===== src/rtl/gs_banded_register_file_pkg.sv =====
// Shared types and helpers for the Gauss-Seidel banded operand store.
// Contents: FSM state enum, address-width helper, edge tap-mask function.
package gs_banded_register_file_pkg;

  typedef enum logic [1:0] {
    ST_IDLE = 2'd0,
    ST_RUN  = 2'd1,
    ST_DONE = 2'd2
  } gs_state_t;

  // Width of a row/address counter for an n-entry store (at least 1 bit).
  function automatic int addr_w(input int n);
    int w;
    if (n > 1) begin
      w = $clog2(n);
    end else begin
      w = 1;
    end
    return w;
  endfunction

  // True when row+off lies inside the matrix, i.e. the tap is not edge-masked.
  function automatic logic tap_ok(input int row, input int off, input int n);
    logic ok;
    if ((row + off >= 0) && (row + off < n)) begin
      ok = 1'b1;
    end else begin
      ok = 1'b0;
    end
    return ok;
  endfunction

endpackage


===== src/rtl/gs_banded_register_file_tap_select.sv =====
// Combinational gather of the 2*BAND neighbour taps for one row.
// Ports:
//   x        in  stored solution vector (flop array)
//   row      in  row being issued
//   fwd_en   in  a writeback of row-1 lands this cycle
//   fwd_data in  the value being written back
//   x_lo     out slice k = x[row-1-k] (0 past the top edge), slice 0 bypassed
//   x_hi     out slice k = x[row+1+k] (0 past the bottom edge)
module gs_banded_register_file_tap_select
  import gs_banded_register_file_pkg::*;
#(
  parameter int N    = 16,
  parameter int BAND = 3,
  parameter int X_W  = 32,
  parameter int AW   = 4
) (
  input  logic [X_W-1:0]      x [N],
  input  logic [AW-1:0]       row,
  input  logic                fwd_en,
  input  logic [X_W-1:0]      fwd_data,
  output logic [BAND*X_W-1:0] x_lo,
  output logic [BAND*X_W-1:0] x_hi
);

  int row_i_s;
  int lo_i_s;
  int hi_i_s;

  // Edge-masked tap gather; the slice-0 bypass only applies when the tap is in range.
  always_comb begin
    x_lo    = '0;
    x_hi    = '0;
    row_i_s = int'(row);
    lo_i_s  = 0;
    hi_i_s  = 0;
    for (int k = 0; k < BAND; k++) begin
      lo_i_s = row_i_s - 1 - k;
      hi_i_s = row_i_s + 1 + k;
      if (tap_ok(row_i_s, -1 - k, N)) begin
        if ((k == 0) && fwd_en) begin
          x_lo[k*X_W +: X_W] = fwd_data;
        end else begin
          x_lo[k*X_W +: X_W] = x[AW'(lo_i_s)];
        end
      end else begin
        x_lo[k*X_W +: X_W] = '0;
      end
      if (tap_ok(row_i_s, 1 + k, N)) begin
        x_hi[k*X_W +: X_W] = x[AW'(hi_i_s)];
      end else begin
        x_hi[k*X_W +: X_W] = '0;
      end
    end
  end

endmodule


===== src/rtl/gs_banded_register_file.sv =====
// Operand store for the Gauss-Seidel solver: loads b, streams rows with banded
// x neighbours, accepts in-order writebacks, runs a set number of sweeps.
// Ports:
//   clk_in/rst_n_in                      clock, async active-low reset
//   b_valid_in/b_in/b_ready_out          b load stream (IDLE only)
//   iter_max_in                          sweep count, latched on last b word
//   row_valid_out/row_ready_in           row issue handshake
//   row_idx_out/b_out/x_lo_out/x_hi_out  issued row operands (0 when not valid)
//   x_valid_in/x_in                      writeback of oldest outstanding row
//   sweep_out/done_out/clear_in          progress, completion, return to IDLE
//   rd_addr_in/rd_data_out               combinational x readout
//   err_out                              sticky stray-writeback flag
module gs_banded_register_file
  import gs_banded_register_file_pkg::*;
#(
  parameter  int N      = 16,
  parameter  int BAND   = 3,
  parameter  int B_W    = 16,
  parameter  int X_W    = 32,
  parameter  int ITER_W = 8,
  localparam int AW     = addr_w(N)
) (
  input  logic                clk_in,
  input  logic                rst_n_in,
  input  logic                b_valid_in,
  input  logic [B_W-1:0]      b_in,
  output logic                b_ready_out,
  input  logic [ITER_W-1:0]   iter_max_in,
  output logic                row_valid_out,
  input  logic                row_ready_in,
  output logic [AW-1:0]       row_idx_out,
  output logic [B_W-1:0]      b_out,
  output logic [BAND*X_W-1:0] x_lo_out,
  output logic [BAND*X_W-1:0] x_hi_out,
  input  logic                x_valid_in,
  input  logic [X_W-1:0]      x_in,
  output logic [ITER_W-1:0]   sweep_out,
  output logic                done_out,
  input  logic                clear_in,
  input  logic [AW-1:0]       rd_addr_in,
  output logic [X_W-1:0]      rd_data_out,
  output logic                err_out
);

  localparam logic [AW-1:0] LAST_ROW = AW'(N - 1);

  gs_state_t             state_r, state_next_s;
  logic [B_W-1:0]        b_r [N];
  logic [X_W-1:0]        x_r [N];
  logic [AW-1:0]         ld_cnt_r, row_r, wr_ptr_r;
  logic [ITER_W-1:0]     iter_r, sweep_r;
  logic                  outst_r, err_r;
  logic                  b_hs_s, last_b_s, stop_s, row_valid_s, issue_s;
  logic                  wb_s, last_wb_s, clear_s;
  logic [BAND*X_W-1:0]   lo_s, hi_s;

  // Handshake and hazard decode; at most one row is ever outstanding.
  always_comb begin
    b_hs_s      = (state_r == ST_IDLE) && b_valid_in;
    last_b_s    = b_hs_s && (ld_cnt_r == LAST_ROW);
    stop_s      = (sweep_r == iter_r);
    row_valid_s = (state_r == ST_RUN) && !stop_s && (!outst_r || x_valid_in);
    issue_s     = row_valid_s && row_ready_in;
    wb_s        = x_valid_in && outst_r;
    last_wb_s   = wb_s && stop_s && (wr_ptr_r == LAST_ROW);
    clear_s     = (state_r == ST_DONE) && clear_in;
  end

  // Next-state logic.
  always_comb begin
    state_next_s = state_r;
    case (state_r)
      ST_IDLE: begin
        if (last_b_s) state_next_s = ST_RUN;
        else          state_next_s = ST_IDLE;
      end
      ST_RUN: begin
        if (last_wb_s) state_next_s = ST_DONE;
        else           state_next_s = ST_RUN;
      end
      ST_DONE: begin
        if (clear_in) state_next_s = ST_IDLE;
        else          state_next_s = ST_DONE;
      end
      default: state_next_s = ST_IDLE;
    endcase
  end

  // State register.
  always_ff @(posedge clk_in or negedge rst_n_in) begin
    if (!rst_n_in) state_r <= ST_IDLE;
    else           state_r <= state_next_s;
  end

  // b and x storage; clear wipes x but keeps b until the next load.
  always_ff @(posedge clk_in or negedge rst_n_in) begin
    if (!rst_n_in) begin
      for (int i = 0; i < N; i++) begin
        b_r[i] <= '0;
        x_r[i] <= '0;
      end
    end else if (clear_s) begin
      for (int i = 0; i < N; i++) x_r[i] <= '0;
    end else begin
      if (b_hs_s) b_r[ld_cnt_r] <= b_in;
      if (wb_s)   x_r[wr_ptr_r] <= x_in;
    end
  end

  // Load, issue, writeback and sweep counters.
  always_ff @(posedge clk_in or negedge rst_n_in) begin
    if (!rst_n_in) begin
      ld_cnt_r <= '0;
      row_r    <= '0;
      wr_ptr_r <= '0;
      iter_r   <= '0;
      sweep_r  <= '0;
      outst_r  <= 1'b0;
    end else if (clear_s) begin
      ld_cnt_r <= '0;
      row_r    <= '0;
      wr_ptr_r <= '0;
      iter_r   <= '0;
      sweep_r  <= '0;
      outst_r  <= 1'b0;
    end else if (b_hs_s) begin
      if (last_b_s) begin
        ld_cnt_r <= '0;
        row_r    <= '0;
        wr_ptr_r <= '0;
        sweep_r  <= '0;
        outst_r  <= 1'b0;
        // A zero sweep request still runs one sweep.
        iter_r   <= (iter_max_in == '0) ? ITER_W'(1) : iter_max_in;
      end else begin
        ld_cnt_r <= ld_cnt_r + AW'(1);
      end
    end else begin
      if (issue_s) begin
        if (row_r == LAST_ROW) begin
          row_r   <= '0;
          sweep_r <= sweep_r + ITER_W'(1);
        end else begin
          row_r   <= row_r + AW'(1);
        end
      end
      if (wb_s) begin
        wr_ptr_r <= (wr_ptr_r == LAST_ROW) ? '0 : wr_ptr_r + AW'(1);
      end
      // Issue and writeback together leave the outstanding count unchanged.
      if (issue_s && !wb_s)      outst_r <= 1'b1;
      else if (wb_s && !issue_s) outst_r <= 1'b0;
      else                       outst_r <= outst_r;
    end
  end

  // Sticky error: a writeback arrived with no row outstanding.
  always_ff @(posedge clk_in or negedge rst_n_in) begin
    if (!rst_n_in)                   err_r <= 1'b0;
    else if (x_valid_in && !outst_r) err_r <= 1'b1;
    else                             err_r <= err_r;
  end

  gs_banded_register_file_tap_select #(
    .N    (N),
    .BAND (BAND),
    .X_W  (X_W),
    .AW   (AW)
  ) u_tap_select (
    .x        (x_r),
    .row      (row_r),
    .fwd_en   (wb_s),
    .fwd_data (x_in),
    .x_lo     (lo_s),
    .x_hi     (hi_s)
  );

  // Output drive; row operands are zeroed whenever no row is offered.
  always_comb begin
    b_ready_out   = (state_r == ST_IDLE);
    done_out      = (state_r == ST_DONE);
    row_valid_out = row_valid_s;
    sweep_out     = sweep_r;
    err_out       = err_r;
    if (row_valid_s) begin
      row_idx_out = row_r;
      b_out       = b_r[row_r];
      x_lo_out    = lo_s;
      x_hi_out    = hi_s;
    end else begin
      row_idx_out = '0;
      b_out       = '0;
      x_lo_out    = '0;
      x_hi_out    = '0;
    end
    if ({1'b0, rd_addr_in} < (AW + 1)'(N)) begin
      rd_data_out = x_r[rd_addr_in];
    end else begin
      rd_data_out = '0;
    end
  end

endmodule

===== config.mk =====
export PLATFORM = sky130hd
export DESIGN_NAME = gs_banded_register_file
export DESIGN_NICKNAME = d
export VERILOG_FILES = /design/src/rtl/gs_banded_register_file_pkg.sv /design/src/rtl/gs_banded_register_file_tap_select.sv /design/src/rtl/gs_banded_register_file.sv
export SDC_FILE = /design/constraint.sdc
export NUM_CORES = 2
export LEC_CHECK = 0
export BUFFER_PORTS_ARGS = -buffer_cell sky130_fd_sc_hd__clkbuf_2
export CAP_MARGIN = 25
export CORE_MARGIN = 4
export CORE_UTILIZATION = 35
export DETAILED_ROUTE_END_ITERATION = 8
export PLACE_DENSITY_LB_ADDON = 0.3
export SLEW_MARGIN = 10
export SYNTH_ARGS = -nofsm -noshare
export SYNTH_HDL_FRONTEND = slang
export SYNTH_HIERARCHICAL = 1
export SYNTH_SLANG_ARGS = --single-unit

===== constraint.sdc =====
create_clock -name clk_in -period 4.25 [get_ports clk_in]
set_input_delay 0.85 -clock clk_in [delete_from_list [all_inputs] [get_ports clk_in]]
set_output_delay 0.85 -clock clk_in [all_outputs]
set_load 0.02 [all_outputs]

* Yosys cells after proc, flatten, opt, wreduce, memory -nomap -nowiden
Cells that the tools add are included.
** Cells by class
- Div/mod/pow operators :: 0
- Equal/unequal tests :: 7
- Reductions and logical operators :: 40
- Bitwise logic cells :: 11
- Shift operators :: 0
- Multiply operators :: 0
- Order comparisons :: 24
- Multiplexer cells :: 79
- Add/sub/neg operators :: 15
** Operators with widths (number)
- two-way mux 512 bit :: 2
- binary-select mux 32 bit (select 4 bit) :: 7
- two-way mux 32 bit :: 22
- bitwise mux 512 bit :: 1
- bitwise mux 256 bit :: 1
- two-way mux 96 bit :: 2
- greater-or-equal comparator 32 x 1 -> 1 bit, second input constant :: 5
- less-than comparator 32 x 6 -> 1 bit, second input constant :: 5
- demux 32 bit (select 4 bit) :: 1
- two-way mux 8 bit :: 9
- binary-select mux 16 bit (select 4 bit) :: 1
- demux 16 bit (select 4 bit) :: 1
- two-way mux 16 bit :: 4
- two-way mux 4 bit :: 13
- greater-or-equal comparator 4 x 5 -> 1 bit, second input constant :: 6
- inverter 4 bit :: 6
- greater-or-equal comparator 5 bit, second input constant :: 4
- logical AND 1 bit :: 20
- inverter 4 -> 5 bit :: 4
- adder 4 x 1 -> 4 bit, second input constant :: 3
- equality test 4 bit, second input constant :: 3
- two-way mux 1 bit :: 12
- adder 4 x 2 -> 5 bit, second input constant :: 2
- less-than comparator 5 x 1 -> 1 bit, second input constant :: 2
- 28 further kinds :: 40
** Word-level totals
- Memories kept :: 0
- Bits of input ports :: 66
- Logic and storage cells :: 216
- Output and inout port bits :: 256
- Latch bits :: 0
- ROM bits :: 0
- Bits in registers :: 800
- Bits in writable memories :: 0

* Longest topological paths before layout
- Depth in word-level cells :: 11
- Mapped depth :: 15

* Cells and area by module
The synthesis kept the hierarchy.
** By module, submodules not included
- gs_banded_register_file :: seq. area each 20019.2 um^2, area each 38722.1 um^2, instances 1, cells each 3630
- gs_banded_register_file_tap_select :: seq. area each 0.0 um^2, area each 15103.2 um^2, instances 1, cells each 1735

* Least setup slack after synthesis
No wires, ideal clock.
- Kind :: register to output
- Start point :: register row_r[0]
- End point :: output x_lo_out[33]
- Stages on the path, launching flop included :: 15
- Setup slack :: 202 ps
- Required time :: 3400 ps
- Arrival :: 3198 ps
- Cell sequence :: dfrtp_1 -> buf_4 -> buf_4 -> inv_1 -> ha_1 -> buf_2 -> xnor2_1 -> ha_1 -> inv_1 -> o31a_1 -> xnor2_4 -> buf_6 -> mux2i_1 -> o22ai_1 -> and2_1
** Between the ends
- Word-level cells in the longest chain between the ends :: 8
** RTL lines
- start: declaration :: RTL line gs_banded_register_file.sv:50 : logic [AW-1:0] ld_cnt_r, row_r, wr_ptr_r;
- start signal: assignment :: RTL line gs_banded_register_file.sv:144 : row_r <= row_r + AW'(1);
- subtractor 4 x 1 -> 4 bit :: RTL line gs_banded_register_file_tap_select.sv:37 : lo_i_s = row_i_s - 1 - k;
- subtractor 4 x 2 -> 4 bit :: RTL line gs_banded_register_file_tap_select.sv:37
- inverter 4 bit (not written as such) :: RTL line gs_banded_register_file_tap_select.sv:43 : x_lo[k*X_W +: X_W] = x[AW'(lo_i_s)];
- binary-select mux 32 bit (select 4 bit) :: RTL line gs_banded_register_file_tap_select.sv:43
- two-way mux 32 bit (not written as such) (2 in a row) :: RTL line gs_banded_register_file_tap_select.sv:43
- two-way mux 32 bit * :: RTL line gs_banded_register_file_tap_select.sv:39 : if (tap_ok(row_i_s, -1 - k, N)) begin
- via lo_s[33] :: RTL line gs_banded_register_file.sv:55 : logic [BAND*X_W-1:0] lo_s, hi_s;
- two-way mux 96 bit * :: RTL line gs_banded_register_file.sv:185 : if (row_valid_s) begin
- end: declaration :: RTL line gs_banded_register_file.sv:33 : output logic [BAND*X_W-1:0] x_lo_out,
The timed path passes the listed nets; every way through them passes the cells marked *. The select of a mux whose other input is x is not followed.

* Worst setup path in the final report
- Start point :: register row_r[1]
- End point :: output x_lo_out[36]
The elaborated chain is that of the path after synthesis.

==> reports/results.tsv <==
stage	metric	value	unit
logic_synthesis	register area share after synthesis	37.2	%
placement	port buffer count	321	
die	Core Box Area	0.152	mm2
logic_synthesis	cell taking the most area after synthesis	dfrtp_1	
clock_tree	Max clock buf depth	3	
setup_path	Crit Path Class	reg -> out	
final_layout	fill count	14009	
logic_synthesis	post-synth top area share	37.2	%
clock_tree	CTS Buf Count	95	
logic_synthesis	Synth Flop Type	dfrtp_1	
routing	vias per inst	6.41	
setup_path	CP Max Fanout	7	
die	row count	143	
logic_synthesis	Post-Syn Nets	5449	
final_layout	Area growth syn-to-layout	27.0	%
final_layout	FF+latch area	0.0200	mm2
setup_path	WP data required	3400	ps
logic_synthesis	Avg Cell Area, Syn	10.0	um2
die	Initial Util	35.3	%
placement	DP Cell Count	7341	
worst_hold_path	Hold WC Path Type	in -> async	
timing	Slew Limit Headroom	25.8	%
routing	antenna-violating nets left	0	
die	chip width	400	um
timing	Worst-Margin Slew	1110	ps
timing	Min Clock Period, post-route	4550	ps
final_layout	final net count	5737	
final_layout	Finished Layout Cells	7777	
timing	skew final	62.3	ps
die	chip height	400	um
logic_synthesis	Post-Syn Instances	5365	
routing	routed vias	49845	
routing	drt drc	0	
power	P_leak	0.0279	uW
logic_synthesis	Synth Warn #	6	
routing	Met1 Wirelength	86600	um
timing	max-slew violation count	0	
timing	Total Neg Setup Slack	-18750	ps
routing	top layer in use	met5	
routing	DR WL met2	104000	um
grt	antenna violations before repair	23	
setup_path	Worst Setup End Kind	output port	
clock_tree	root buf cell	clkbuf_16	
clock_tree	clock edge transition at the registers on the reported setup and hold paths	60	ps
routing	DR iter-0 viols	7004	
timing	RSZ-0062 raised after global routing	true	
placement	GPL Wtd Cong	0.894	
setup_path	CP Launch Type	register	
outcome	status	complete, but fails checks	
routing	final WL	245000	um
setup_path	Worst EP arrival	3700	ps
clock_tree	clk_lat worst skew	750	ps
die	Die ar.	0.160	mm2
logic_synthesis	asr flop ratio synth	100	%
grt	vias in the first global route	46903	
timing	Final period util	107	%
timing	Worst Slack Setup Final	-298	ps
placement	placed standard-cell area	0.0583	mm2
logic_synthesis	top cells by area, synth	dfrtp_1 (37%), mux4_2 (21%), nand2_1 (9.3%)	
final_layout	commonest non-fill, non-tap cells in the layout	nand2_1 (1308), dfrtp_1 (796), a21oi_1 (596), mux4_2 (496), mux2i_1 (233)	
grt	gr usage total	28.4	%
clock_tree	H-tree level count	3	
placement	Post-DP HPWL	133000	um
clock_tree	Clock Sinks	800	
outcome	failing checks	setup timing	
timing	Final Hold Vio Count	0	
grt	first-pass GRT wire length	333000	um
final_layout	leading cell type in the layout, fill and taps excluded	nand2_1	
final_layout	post-route design area	0.0684	mm2
routing	WL met3	35200	um
grt	largest net degree at the start of global routing	108	
grt	gr ovfl total	0	
routing	DRT Pass-1 Iters	9	
die	number of I/O pins	322	
final_layout	share of post-route cells with drive strength above 1	34.6	%
job	max_cap viols	0	
logic_synthesis	number of enable flip-flop cells after synthesis	0	
power	Max VDD drop	407	uV
timing	Final setup viols	148	
logic_synthesis	Synth Register Bits	800	
final_layout	multi-input logic area	0.0330	mm2
power	pwr dens	518	mW/mm2
clock_tree	CTS tree	done	
routing	WL/cell	31.5	um
power	Pwr Total	35400	uW
timing	Fmax	220	MHz
logic_synthesis	mapped cell area	0.0538	mm2
logic_synthesis	post-synth cell types	58	
[what timing repair did]
| item | 4_1_cts | 5_1_grt |
|---|---|---|
| hold buffers | 0 | 0 |
| pin swaps | 79 | 119 |
| gates resized for setup | 298 | 540 |
| setup buffers | 77 | 88 |
| cloned | 48 | 40 |
| endpoints found under the setup margin | 205 | 198 |
[per-layer routing]
metal | up-vias | global-route usage, %
met5 | - | 0
met4 | 18 | 17.2
met3 | 1056 | 9.95
met2 | 4025 | 41.2
met1 | 24803 | 36.3
li1 | 19943 | -
[kinds of logic after synthesis]
family	Yosys count	share of synthesized area, %
AOI/OAI and AO/OA	1063	11.2
buffers and inverters	601	4.88
DFF	800	37.2
xor gates and xnor gates	20	0.374
muxes	1057	31.8
and+or+nand+nor	1806	14.1
adders and majority gates	18	0.418
[worst max-delay path, stage by stage, from the launching register on]
cell and delay, ps:
dfrtp_4 500, clkinvlp_4 110, ha_4 220, buf_8 130, ha_4 150, buf_4 140
o21ai_2 160, o31a_1 270, xnor2_4 180, clkbuf_16 240, buf_16 180, mux2i_2 260
o22ai_2 160, and2_4 180, buf_8 120
[Yosys cell counts (3+ instances only)]
master,instances
buf_4,35
nand4_1,4
nor2_1,156
clkbuf_1,346
nand2b_1,4
mux2_1,85
inv_1,43
o22ai_1,97
mux2_2,192
a32o_1,3
xnor2_1,5
buf_1,68
a31oi_1,8
buf_6,6
nor3b_2,3
a21oi_1,620
nand2_2,8
o21ai_0,87
a211oi_1,128
nor2b_1,37
nor4_1,3
a22o_1,7
and2_1,217
nand3_1,23
o21ai_1,60
nand2_1,1328
buf_8,4
inv_2,3
mux2i_1,284
mux4_2,496
buf_2,94
dfrtp_1,800
a21o_1,4
nor3_1,10
ha_1,18
and3_1,7
a222oi_1,32
xor2_1,13
[sequential cells by signal, indices dropped and copies added, names as in the netlist]
name and cells:
err_out 1, ld_cnt_r 4, b_r 256, x_r 512, state_r 2, wr_ptr_r 4
row_r 4, iter_r 8, sweep_out 8, outst_r 1
[final timing paths]
path                           startpoint           end  slack [ps]  cells after the start
setup / recovery                 row_r[1]  x_lo_out[36]        -300                     14
hold / removal                   rst_n_in      x_r[151]         100                      1
setup reg to reg              wr_ptr_r[2]      x_r[289]        1350                      5
hold reg to reg                   err_out       err_out         470                      1
max in group asynchronous        rst_n_in      x_r[229]        3030                      2
min in group clk_in        iter_max_in[1]     iter_r[1]         420                      2
[power breakdown]
group	total [uW]	internal, uW	leakage, uW	switching, uW
logic	16800	8210	0.0154	8620
clock network	9090	5400	0.00169	3690
registers	9500	8830	0.0108	669
[stage by stage]
step | hold WS (ps) | worst slack (ps) | utilization, %
detailed placement | 454 | 61.8 | 38.3
floorplan | 441 | 202 | -
global route | 130 | -395 | 44.8
finish | 101 | -298 | 44.8
global placement | 446 | 21.2 | 38.2
CTS | 110 | -291 | 42.7
[area by class of cell]
cell class | count | share of cell area [%]
antenna | 12 | 0.0439
clock buffer | 140 | 4.15
inverter | 46 | 0.313
clock inverter | 39 | 0.959
sequential | 800 | 29.3
multi-input combinational | 3964 | 48.3
tap | 2030 | 3.72
timing repair buffer | 746 | 13.2
(Power assumes the default switching activity.)
